--- src/rtl/gpio_irq_pkg.sv ---
// Shared definitions for the gpio_irq peripheral: register map and pin-count checks.
package gpio_irq_pkg;

  localparam logic [7:0] OFS_DIR        = 8'h00;
  localparam logic [7:0] OFS_OUT        = 8'h04;
  localparam logic [7:0] OFS_IN         = 8'h08;
  localparam logic [7:0] OFS_OUT_SET    = 8'h0C;
  localparam logic [7:0] OFS_OUT_CLR    = 8'h10;
  localparam logic [7:0] OFS_OUT_TGL    = 8'h14;
  localparam logic [7:0] OFS_RISE_EN    = 8'h18;
  localparam logic [7:0] OFS_FALL_EN    = 8'h1C;
  localparam logic [7:0] OFS_IRQ_STATUS = 8'h20;
  localparam logic [7:0] OFS_DEB_CFG    = 8'h24;

  // Every pin vector must fit in one 32-bit register.
  function automatic bit pins_fit(input int num_bidir, input int num_other);
    return (num_bidir >= 1) && (num_bidir <= 32) && (num_other >= 0) &&
           (num_bidir + num_other <= 32);
  endfunction

endpackage

--- src/rtl/gpio_in_filter.sv ---
// Input conditioning: SYNC_STAGES-deep synchroniser followed by a tick-based debounce.
// A bit propagates to filt only when it reads the same on two consecutive prescaler ticks.
module gpio_in_filter
  import gpio_irq_pkg::*;
#(
  parameter int WIDTH       = 10,
  parameter int SYNC_STAGES = 2,
  parameter int DEB_W       = 8
) (
  input  logic             clk,
  input  logic             rst_n,
  input  logic [WIDTH-1:0] pin_in,
  input  logic [DEB_W-1:0] deb_cfg,
  input  logic             deb_cfg_wr,
  output logic [WIDTH-1:0] filt
);

  logic [SYNC_STAGES-1:0][WIDTH-1:0] sync_q, sync_d;
  logic [DEB_W-1:0]                  cnt_q, cnt_d;
  logic [WIDTH-1:0]                  sample_q, sample_d;
  logic [WIDTH-1:0]                  filt_q, filt_d;
  logic [WIDTH-1:0]                  sync_out;
  logic [WIDTH-1:0]                  agree;
  logic                              tick;

  always_comb begin
    sync_d   = {sync_q[SYNC_STAGES-2:0], pin_in};
    sync_out = sync_q[SYNC_STAGES-1];
    tick     = (deb_cfg != '0) && (cnt_q == deb_cfg);
    agree    = ~(sync_out ^ sample_q);

    if (deb_cfg_wr || (deb_cfg == '0) || tick) begin
      cnt_d = '0;
    end else begin
      cnt_d = cnt_q + 1'b1;
    end

    sample_d = tick ? sync_out : sample_q;

    // Only bits that matched the previous tick's sample are allowed through.
    if (deb_cfg == '0) begin
      filt_d = sync_out;
    end else if (tick) begin
      filt_d = (filt_q & ~agree) | (sync_out & agree);
    end else begin
      filt_d = filt_q;
    end
  end

  always_ff @(posedge clk or negedge rst_n) begin
    if (!rst_n) begin
      sync_q   <= '0;
      cnt_q    <= '0;
      sample_q <= '0;
      filt_q   <= '0;
    end else begin
      sync_q   <= sync_d;
      cnt_q    <= cnt_d;
      sample_q <= sample_d;
      filt_q   <= filt_d;
    end
  end

  assign filt = filt_q;

endmodule

--- src/rtl/gpio_irq.sv ---
// GPIO peripheral: register file with atomic set/clear/toggle, filtered inputs,
// per-pin rise/fall capture into RW1C status and a registered level interrupt.
module gpio_irq
  import gpio_irq_pkg::*;
#(
  parameter logic [31:0] GPIO_BASE_ADDR = 32'h4000_1000,
  parameter int          NUM_BIDIR      = 4,
  parameter int          NUM_OUT        = 6,
  parameter int          NUM_IN         = 6,
  parameter int          SYNC_STAGES    = 2,
  parameter int          DEB_W          = 8
) (
  input  logic                 clk,
  input  logic                 rst_n,
  input  logic [31:0]          mem_addr,
  input  logic [31:0]          mem_wdata,
  input  logic                 mem_we,
  input  logic                 mem_re,
  output logic [31:0]          mem_rdata,
  input  logic [NUM_BIDIR-1:0] gpio_bidir_in,
  output logic [NUM_BIDIR-1:0] gpio_bidir_out,
  output logic [NUM_BIDIR-1:0] gpio_bidir_oe,
  output logic [NUM_OUT-1:0]   gpio_out,
  input  logic [NUM_IN-1:0]    gpio_in,
  output logic                 irq
);

  localparam int OUT_W = NUM_BIDIR + NUM_OUT;
  localparam int IN_W  = NUM_BIDIR + NUM_IN;

  if (!pins_fit(NUM_BIDIR, NUM_OUT) || !pins_fit(NUM_BIDIR, NUM_IN) ||
      (SYNC_STAGES < 2) || (DEB_W < 1) || (DEB_W > 32)) begin : g_bad_params
    $error("gpio_irq: pin counts or filter parameters out of range");
  end

  logic [NUM_BIDIR-1:0] dir_q, dir_d;
  logic [OUT_W-1:0]     out_q, out_d;
  logic [IN_W-1:0]      rise_en_q, rise_en_d;
  logic [IN_W-1:0]      fall_en_q, fall_en_d;
  logic [IN_W-1:0]      irq_status_q, irq_status_d;
  logic [DEB_W-1:0]     deb_cfg_q, deb_cfg_d;
  logic [IN_W-1:0]      filt_prev_q, filt_prev_d;
  logic                 irq_q, irq_d;

  logic                 sel, wr;
  logic [7:0]           ofs;
  logic [IN_W-1:0]      filt, w1c, rise, fall;
  logic                 deb_cfg_wr;
  logic                 unused_wdata;

  assign unused_wdata = ^mem_wdata;

  assign sel        = (mem_addr[31:8] == GPIO_BASE_ADDR[31:8]);
  assign wr         = sel && mem_we;
  assign ofs        = mem_addr[7:0];
  assign deb_cfg_wr = wr && (ofs == OFS_DEB_CFG);

  gpio_in_filter #(
    .WIDTH       (IN_W),
    .SYNC_STAGES (SYNC_STAGES),
    .DEB_W       (DEB_W)
  ) u_in_filter (
    .clk        (clk),
    .rst_n      (rst_n),
    .pin_in     ({gpio_in, gpio_bidir_in}),
    .deb_cfg    (deb_cfg_q),
    .deb_cfg_wr (deb_cfg_wr),
    .filt       (filt)
  );

  always_comb begin
    dir_d     = dir_q;
    out_d     = out_q;
    rise_en_d = rise_en_q;
    fall_en_d = fall_en_q;
    deb_cfg_d = deb_cfg_q;
    w1c       = '0;

    if (wr) begin
      case (ofs)
        OFS_DIR:        dir_d     = mem_wdata[NUM_BIDIR-1:0];
        OFS_OUT:        out_d     = mem_wdata[OUT_W-1:0];
        OFS_OUT_SET:    out_d     = out_q | mem_wdata[OUT_W-1:0];
        OFS_OUT_CLR:    out_d     = out_q & ~mem_wdata[OUT_W-1:0];
        OFS_OUT_TGL:    out_d     = out_q ^ mem_wdata[OUT_W-1:0];
        OFS_RISE_EN:    rise_en_d = mem_wdata[IN_W-1:0];
        OFS_FALL_EN:    fall_en_d = mem_wdata[IN_W-1:0];
        OFS_IRQ_STATUS: w1c       = mem_wdata[IN_W-1:0];
        OFS_DEB_CFG:    deb_cfg_d = mem_wdata[DEB_W-1:0];
        default: ;
      endcase
    end

    filt_prev_d  = filt;
    rise         = filt & ~filt_prev_q;
    fall         = ~filt & filt_prev_q;
    // New events are ORed in after the clear so a coincident edge is never lost.
    irq_status_d = (irq_status_q & ~w1c) | (rise & rise_en_q) | (fall & fall_en_q);
    irq_d        = |irq_status_q;
  end

  always_comb begin
    mem_rdata = '0;
    if (sel && mem_re) begin
      case (ofs)
        OFS_DIR:        mem_rdata = 32'(dir_q);
        OFS_OUT:        mem_rdata = 32'(out_q);
        OFS_IN:         mem_rdata = 32'(filt);
        OFS_RISE_EN:    mem_rdata = 32'(rise_en_q);
        OFS_FALL_EN:    mem_rdata = 32'(fall_en_q);
        OFS_IRQ_STATUS: mem_rdata = 32'(irq_status_q);
        OFS_DEB_CFG:    mem_rdata = 32'(deb_cfg_q);
        default:        mem_rdata = '0;
      endcase
    end
  end

  always_ff @(posedge clk or negedge rst_n) begin
    if (!rst_n) begin
      dir_q        <= '0;
      out_q        <= '0;
      rise_en_q    <= '0;
      fall_en_q    <= '0;
      irq_status_q <= '0;
      deb_cfg_q    <= '0;
      filt_prev_q  <= '0;
      irq_q        <= 1'b0;
    end else begin
      dir_q        <= dir_d;
      out_q        <= out_d;
      rise_en_q    <= rise_en_d;
      fall_en_q    <= fall_en_d;
      irq_status_q <= irq_status_d;
      deb_cfg_q    <= deb_cfg_d;
      filt_prev_q  <= filt_prev_d;
      irq_q        <= irq_d;
    end
  end

  assign gpio_bidir_out = out_q[NUM_BIDIR-1:0];
  assign gpio_out       = out_q[OUT_W-1:NUM_BIDIR];
  assign gpio_bidir_oe  = dir_q;
  assign irq            = irq_q;

endmodule

--- config.mk ---
export PLATFORM = sky130hd
export DESIGN_NAME = gpio_irq
export DESIGN_NICKNAME = d
export VERILOG_FILES = /design/src/rtl/gpio_irq_pkg.sv /design/src/rtl/gpio_in_filter.sv /design/src/rtl/gpio_irq.sv
export SDC_FILE = /design/constraint.sdc
export NUM_CORES = 1
export LEC_CHECK = 0
export ABC_AREA = 1
export CORE_MARGIN = 2
export CORE_UTILIZATION = 50
export CTS_CLUSTER_SIZE = 30
export DETAILED_ROUTE_END_ITERATION = 10
export GPL_TIMING_DRIVEN = 1
export PLACE_DENSITY = 0.76
export SYNTH_ARGS = -nofsm -noshare
export SYNTH_HDL_FRONTEND = slang
export SYNTH_SLANG_ARGS = --single-unit
--- constraint.sdc ---
create_clock -name clk -period 1.9 [get_ports clk]
set_clock_uncertainty 0.2 [all_clocks]
set_input_delay 0.19 -clock clk [delete_from_list [all_inputs] [get_ports clk]]
set_output_delay 0.19 -clock clk [all_outputs]
set_load 0.03 [all_outputs]
==> Word level (Yosys, flattened, before mapping) <==
Cells that the tools add are included.
Widths: inputs -> output; s select.
{ "totals": {"regBits": 111, "word_cells": 70} }
{ "classes": {"add_sub_neg": 1, "n_eq_ne": 11, "n_mux": 8, "bitwise": 20, "n_reduce_logical": 17} }
{ "ops": {"columns": ["operator", "n"], "rows": [
  ["$and 10x10->10", 8],
  ["$pmux 10 s7", 1],
  ["$not 10->10", 6],
  ["$mux 10", 5],
  ["$or 10x10->10", 4],
  ["$pmux 10 s4", 1],
  ["$eq 8x5->1 const B", 4],
  ["$eq 24x23->1 const B", 1],
  ["$xor 10x10->10", 2],
  ["$eq 8x4->1 const B", 2],
  ["$eq 8x6->1 const B", 2],
  ["$logic_not 8->1", 2],
  ["$reduce_and 2->1", 5],
  ["$reduce_or 10->1", 1],
  ["$add 8x1->8 const B", 1],
  ["$eq 8x3->1 const B", 1],
  ["$eq 8x8->1", 1],
  ["$mux 8", 1],
  ["$reduce_bool 8->1", 1],
  ["$logic_and 1x1->1", 4],
  ["$reduce_bool 4->1", 1],
  ["$logic_or 1x1->1", 2],
  ["$reduce_bool 2->1", 1]
]} }

==> Longest topological paths before layout <==
{ "depth": {"word_depth": 7, "ltp_mapped": 11} }

==> Modules after synthesis <==
From an unflattened synthesis, not the netlist that was laid out.
{ "hier_totals": {"hier_cells": 903, "hier_area_um2": 6520.0} }
{ "modules_own_cells": {"columns": ["mod", "n_inst", "cells_per_inst", "area_each_um2", "seq_area_each_um2"], "rows": [
  ["gpio_irq", 1, 659, 4404.2, 1576.5],
  ["gpio_in_filter", 1, 244, 2115.8, 1201.2]
]} }

==> Least setup slack after synthesis <==
Ideal clock, no wire load.
{ "synth_timing": {"path_kind": "input to output", "from": "input mem_addr[27]", "to": "output mem_rdata[0]", "arrival_ns": 1.409, "t_required_ns": 1.510, "slack_ns": 0.101, "cell_stages": 7, "path_buffers": 0, "cell_sequence": "nor2_1 > nand2_1 > nor2_2 > nand3_1 > nor2_2 > nand2_4 > nor2_1"} }
{ "synth_between": {"elab_chain_cells": 3} }
{ "synth_lines": {"columns": ["item", "line", "source"], "rows": [
  ["start: declaration", "gpio_irq.sv:15", "input logic [31:0] mem_addr,"],
  ["$eq 24x23->1", "gpio_irq.sv:53", "assign sel = (mem_addr[31:8] == GPIO_BASE_ADDR[31:8]);"],
  ["$logic_and 1x1->1", "gpio_irq.sv:104", "if (sel && mem_re) begin"],
  ["$mux 10", "gpio_irq.sv:104", null],
  ["end: declaration", "gpio_irq.sv:19", "output logic [31:0] mem_rdata,"]
]} }
No other way between the ends.

==> Final worst setup path <==
{ "layout_timing": {"from": "register deb_cfg_q[0]", "to": "output mem_rdata[0]"} }
{ "layout_between": {"elab_chain_cells": 2} }
{ "layout_lines": {"columns": ["item", "line", "source"], "rows": [
  ["start: declaration", "gpio_irq.sv:41", "logic [DEB_W-1:0] deb_cfg_q, deb_cfg_d;"],
  ["start signal: assignment", "gpio_irq.sv:134", "deb_cfg_q <= deb_cfg_d;"],
  ["$pmux 10 s7", "gpio_irq.sv:105", "case (ofs)"],
  ["$mux 10", "gpio_irq.sv:104", null]
]} }
No other way between the ends.

==> impl_results.md <==
* CTS Sinks at 111
* TritonRoute pass-1 iters at 8
* Clock power frac at 40.0%
* Sequential area share after synthesis at 43.7%
* Die ar. at 0.0136 mm2
* Fin worst setup slack at 0.00207 ns
* Worst Hold Path Cells at 1
* Site Rows at 41
* FF-to-FF Start: deb_cfg_q[5]$_DFFE_PN0P_
* Pwr dens at 569 mW/mm2
* Most frequent cells in the layout: nand2_1, dfrtp_1, nand3_1
* Yosys warnings at 0
* Total wire length at 17900 um
* CP required at 1.51 ns
* Leakage at 4.31 nW
* Clock Latency Late Sink at 0.36 ns
* Synth Cell Area at 0.00635 mm2
* Total CTS buffers at 9
* Grt total ovfl at 0
* Initial antenna violation count at 0
* Sequential Power Share at 50.5%
* Count of port buffers added during placement at 80
* Final net count at 1103
* Gate power share at 9.4%
* Net switching power at 1.30 mW
* DR DRC count at 0
* Crit share post-route at 99.9%
* Worst-path clk slew at 0.08 ns
* Mean post-synth cell area at 7.52 um2
* TritonCTS clock tree: yes
* Crit. End Element: output pin
* Routed vias at 6145
* Die Width at 117 um
* Ports at 125
* Sw frac at 26.9%
* WL/cell at 15.2 um
* Final hold violations at 0
* Root buffer cell: clkbuf_16
* FF-to-FF path depth at 9
* Initial Utilization at 50.8%
* Synth Instances at 845
* Setup Crit Path Kind: reg2out
* Min-delay src: gpio_in[2]
* # setup viols final at 0
* CP startpoint kind: flip-flop
* #FFs+latches synth at 111
* Reg2reg setup slack at 0.11 ns
* Setup repair after global routing missed its margin: yes
* Minimum clock period after layout at 1.90 ns
* Antenna cells at 0
* CORE AREA at 0.0125 mm2
* Detail Placement HPWL at 12200 um
* WP data arrival at 1.51 ns
* Fraction of layout cells with a size suffix above 1 at 22.9%
* GP Congestion at 0.926
* F_max at 0.527 GHz
* Hold EP: u_in_filter.sync_d[16]$_DFF_PN0_
* Max Root-Sink Buffers at 2
* Worst VDD drop at 782 uV
* Max cap viols at 0
* Number of distinct library cells after synthesis at 31
* Util after Layout at 67.8%
* Largest net degree at the start of global routing at 34
* Max FO, Critical Path at 4
* Htree depth at 3
* Number of global-route vias before repair at 5699
* DRT antenna net count at 0
* Wire length of the first global-routing pass at 27800 um
* Worst slew pin tran at 0.513 ns
* Setup WS pre-CTS at -0.379 ns
* Initial DRC count at 592
* Outcome: completed
* Final slew viol count at 0
* Height of the die at 117 um
* Layout area overhead at 33.5%
* GRT Total Usage at 26.8%
* Drt via density at 5.20
* Pint at 3.53 mW
* Slew margin rel. at 65.8%
* Most common cell after layout, fill and taps aside: nand2_1
* Worst min path class: in2reg
worst max-delay path, stage by stage (launching register included):
cell	delay, ns
dfrtp_1	0.43
nand3_1	0.13
nand4_1	0.21
nor2_4	0.20
nor2_4	0.04
buf_6	0.13
metal layers:
metal | up-vias | global-route usage (%) | wire length, um | share of wire [%]
li1 | 2952 | - | - | -
met1 | 2825 | 32.9 | 6880 | 38
met2 | 293 | 44.7 | 8680 | 48
met3 | 75 | 5.76 | 1380 | 7.7
met4 | 0 | 13.6 | 991 | 5.5
met5 | - | 0 | 0 | 0
power groups by stage:
| stage | Sequential (mW) | Combinational [mW] | Clock [mW] |
|---|---|---|---|
| finish | 2.44 | 0.454 | 1.93 |
| global placement | 2.48 | 0.434 | 0 |
| global route | 2.45 | 0.497 | 2.06 |
| detailed placement | 2.49 | 0.440 | 0 |
| floorplan | 2.47 | 0.211 | 0 |
| CTS | 2.44 | 0.439 | 1.97 |
flip-flops by register name, indices dropped and copies added (netlist names), named ones only:
signal                count
fall_en_q                10
filt_prev_q              10
irq_status_q             10
out_q                    10
rise_en_q                10
u_in_filter.sample_q     10
u_in_filter.sync_d       10
u_in_filter.sync_out     10
deb_cfg_q                 8
u_in_filter.cnt_q         8
gpio_bidir_oe             4
irq                       1
cell type report:
cell class,count,area (um2)
Clock buffer,9,225
Clock inverter,7,86.3
Fill cell,1037,4030
Inverter,72,282
Multi-Input combinational cell,647,3390
Sequential cell,111,2780
Tap cell,172,215
Timing Repair Buffer,163,1500
stage by stage:
stage	instances	area, um2	hold slack [ns]	power, mW	TNS [ns]
floorplan	866	6430	-0.306	2.69	0
global placement	1140	7720	-0.0127	2.92	-15.02
detailed placement	1140	7720	-0.00902	2.93	-16.86
CTS	1168	8240	0.0473	4.84	0
global route	1181	8480	0.0521	5.01	-0.0528
finish	1181	8480	0.0596	4.83	0
worst max-delay path by stage:
stage / startpoint / end / slack (ns) / cells after the start
2_1_floorplan: mem_addr[27] / mem_rdata[0] / 0.10 / 7
3_3_place_gp: mem_addr[2] / mem_rdata[7] / -0.31 / 10
3_5_place_dp: mem_addr[2] / mem_rdata[3] / -0.38 / 10
4_1_cts: mem_addr[2] / mem_rdata[1] / 0.002 / 11
5_1_grt: mem_addr[5] / mem_rdata[0] / -0.04 / 11
6_report: deb_cfg_q[0]$_DFFE_PN0P_ / mem_rdata[0] / 0.002 / 5
synthesized netlist by cell type:
library cell | number | area share [%]
a31oi_1 | 10 | 0.98
o21a_1 | 10 | 1.2
o21ai_0 | 16 | 1.3
xnor2_1 | 4 | 0.55
inv_2 | 5 | 0.30
buf_2 | 9 | 0.71
or2_2 | 8 | 0.79
nand3_2 | 2 | 0.32
nand2_4 | 3 | 0.53
inv_1 | 67 | 4.0
o211ai_1 | 1 | 0.12
nand3b_1 | 2 | 0.24
nor4_1 | 2 | 0.20
conb_1 | 1 | 0.059
buf_4 | 24 | 2.8
nor3_1 | 1 | 0.079
ha_1 | 21 | 4.1
dfrtp_1 | 111 | 44
nor2_4 | 13 | 2.3
o21ai_1 | 10 | 0.79
nand4_4 | 1 | 0.33
buf_6 | 2 | 0.35
nor2_1 | 90 | 5.3
clkbuf_1 | 2 | 0.12
nand2_1 | 298 | 18
xor2_1 | 5 | 0.69
nor2_2 | 8 | 0.79
nand4_1 | 9 | 0.89
a21oi_1 | 1 | 0.079
nand3_1 | 99 | 7.8
nand2_2 | 10 | 0.98
logic make-up (layout without fill, tap and decap cells):
kind of cell,after synthesis,in the layout,share of synthesized area [%]
compound gates,48,48,4.41
other cells,1,22,0.0590
xor+xnor,9,9,1.24
fa+ha+maj,21,21,4.14
buf+inv,109,251,8.27
simple gates,546,547,38.2
flops,111,111,43.7
timing repair:
item | in CTS | in global routing
pin swaps | 33 | 46
endpoints found under the setup margin | 14 | 85
buffers inserted | 10 | 13
hold buffers | 1 | 0
hold endpoints to repair | 87 | 0
cloned | 1 | 0
gates resized for setup | 91 | 115
Note: power is estimated with default switching activity, not from simulation.
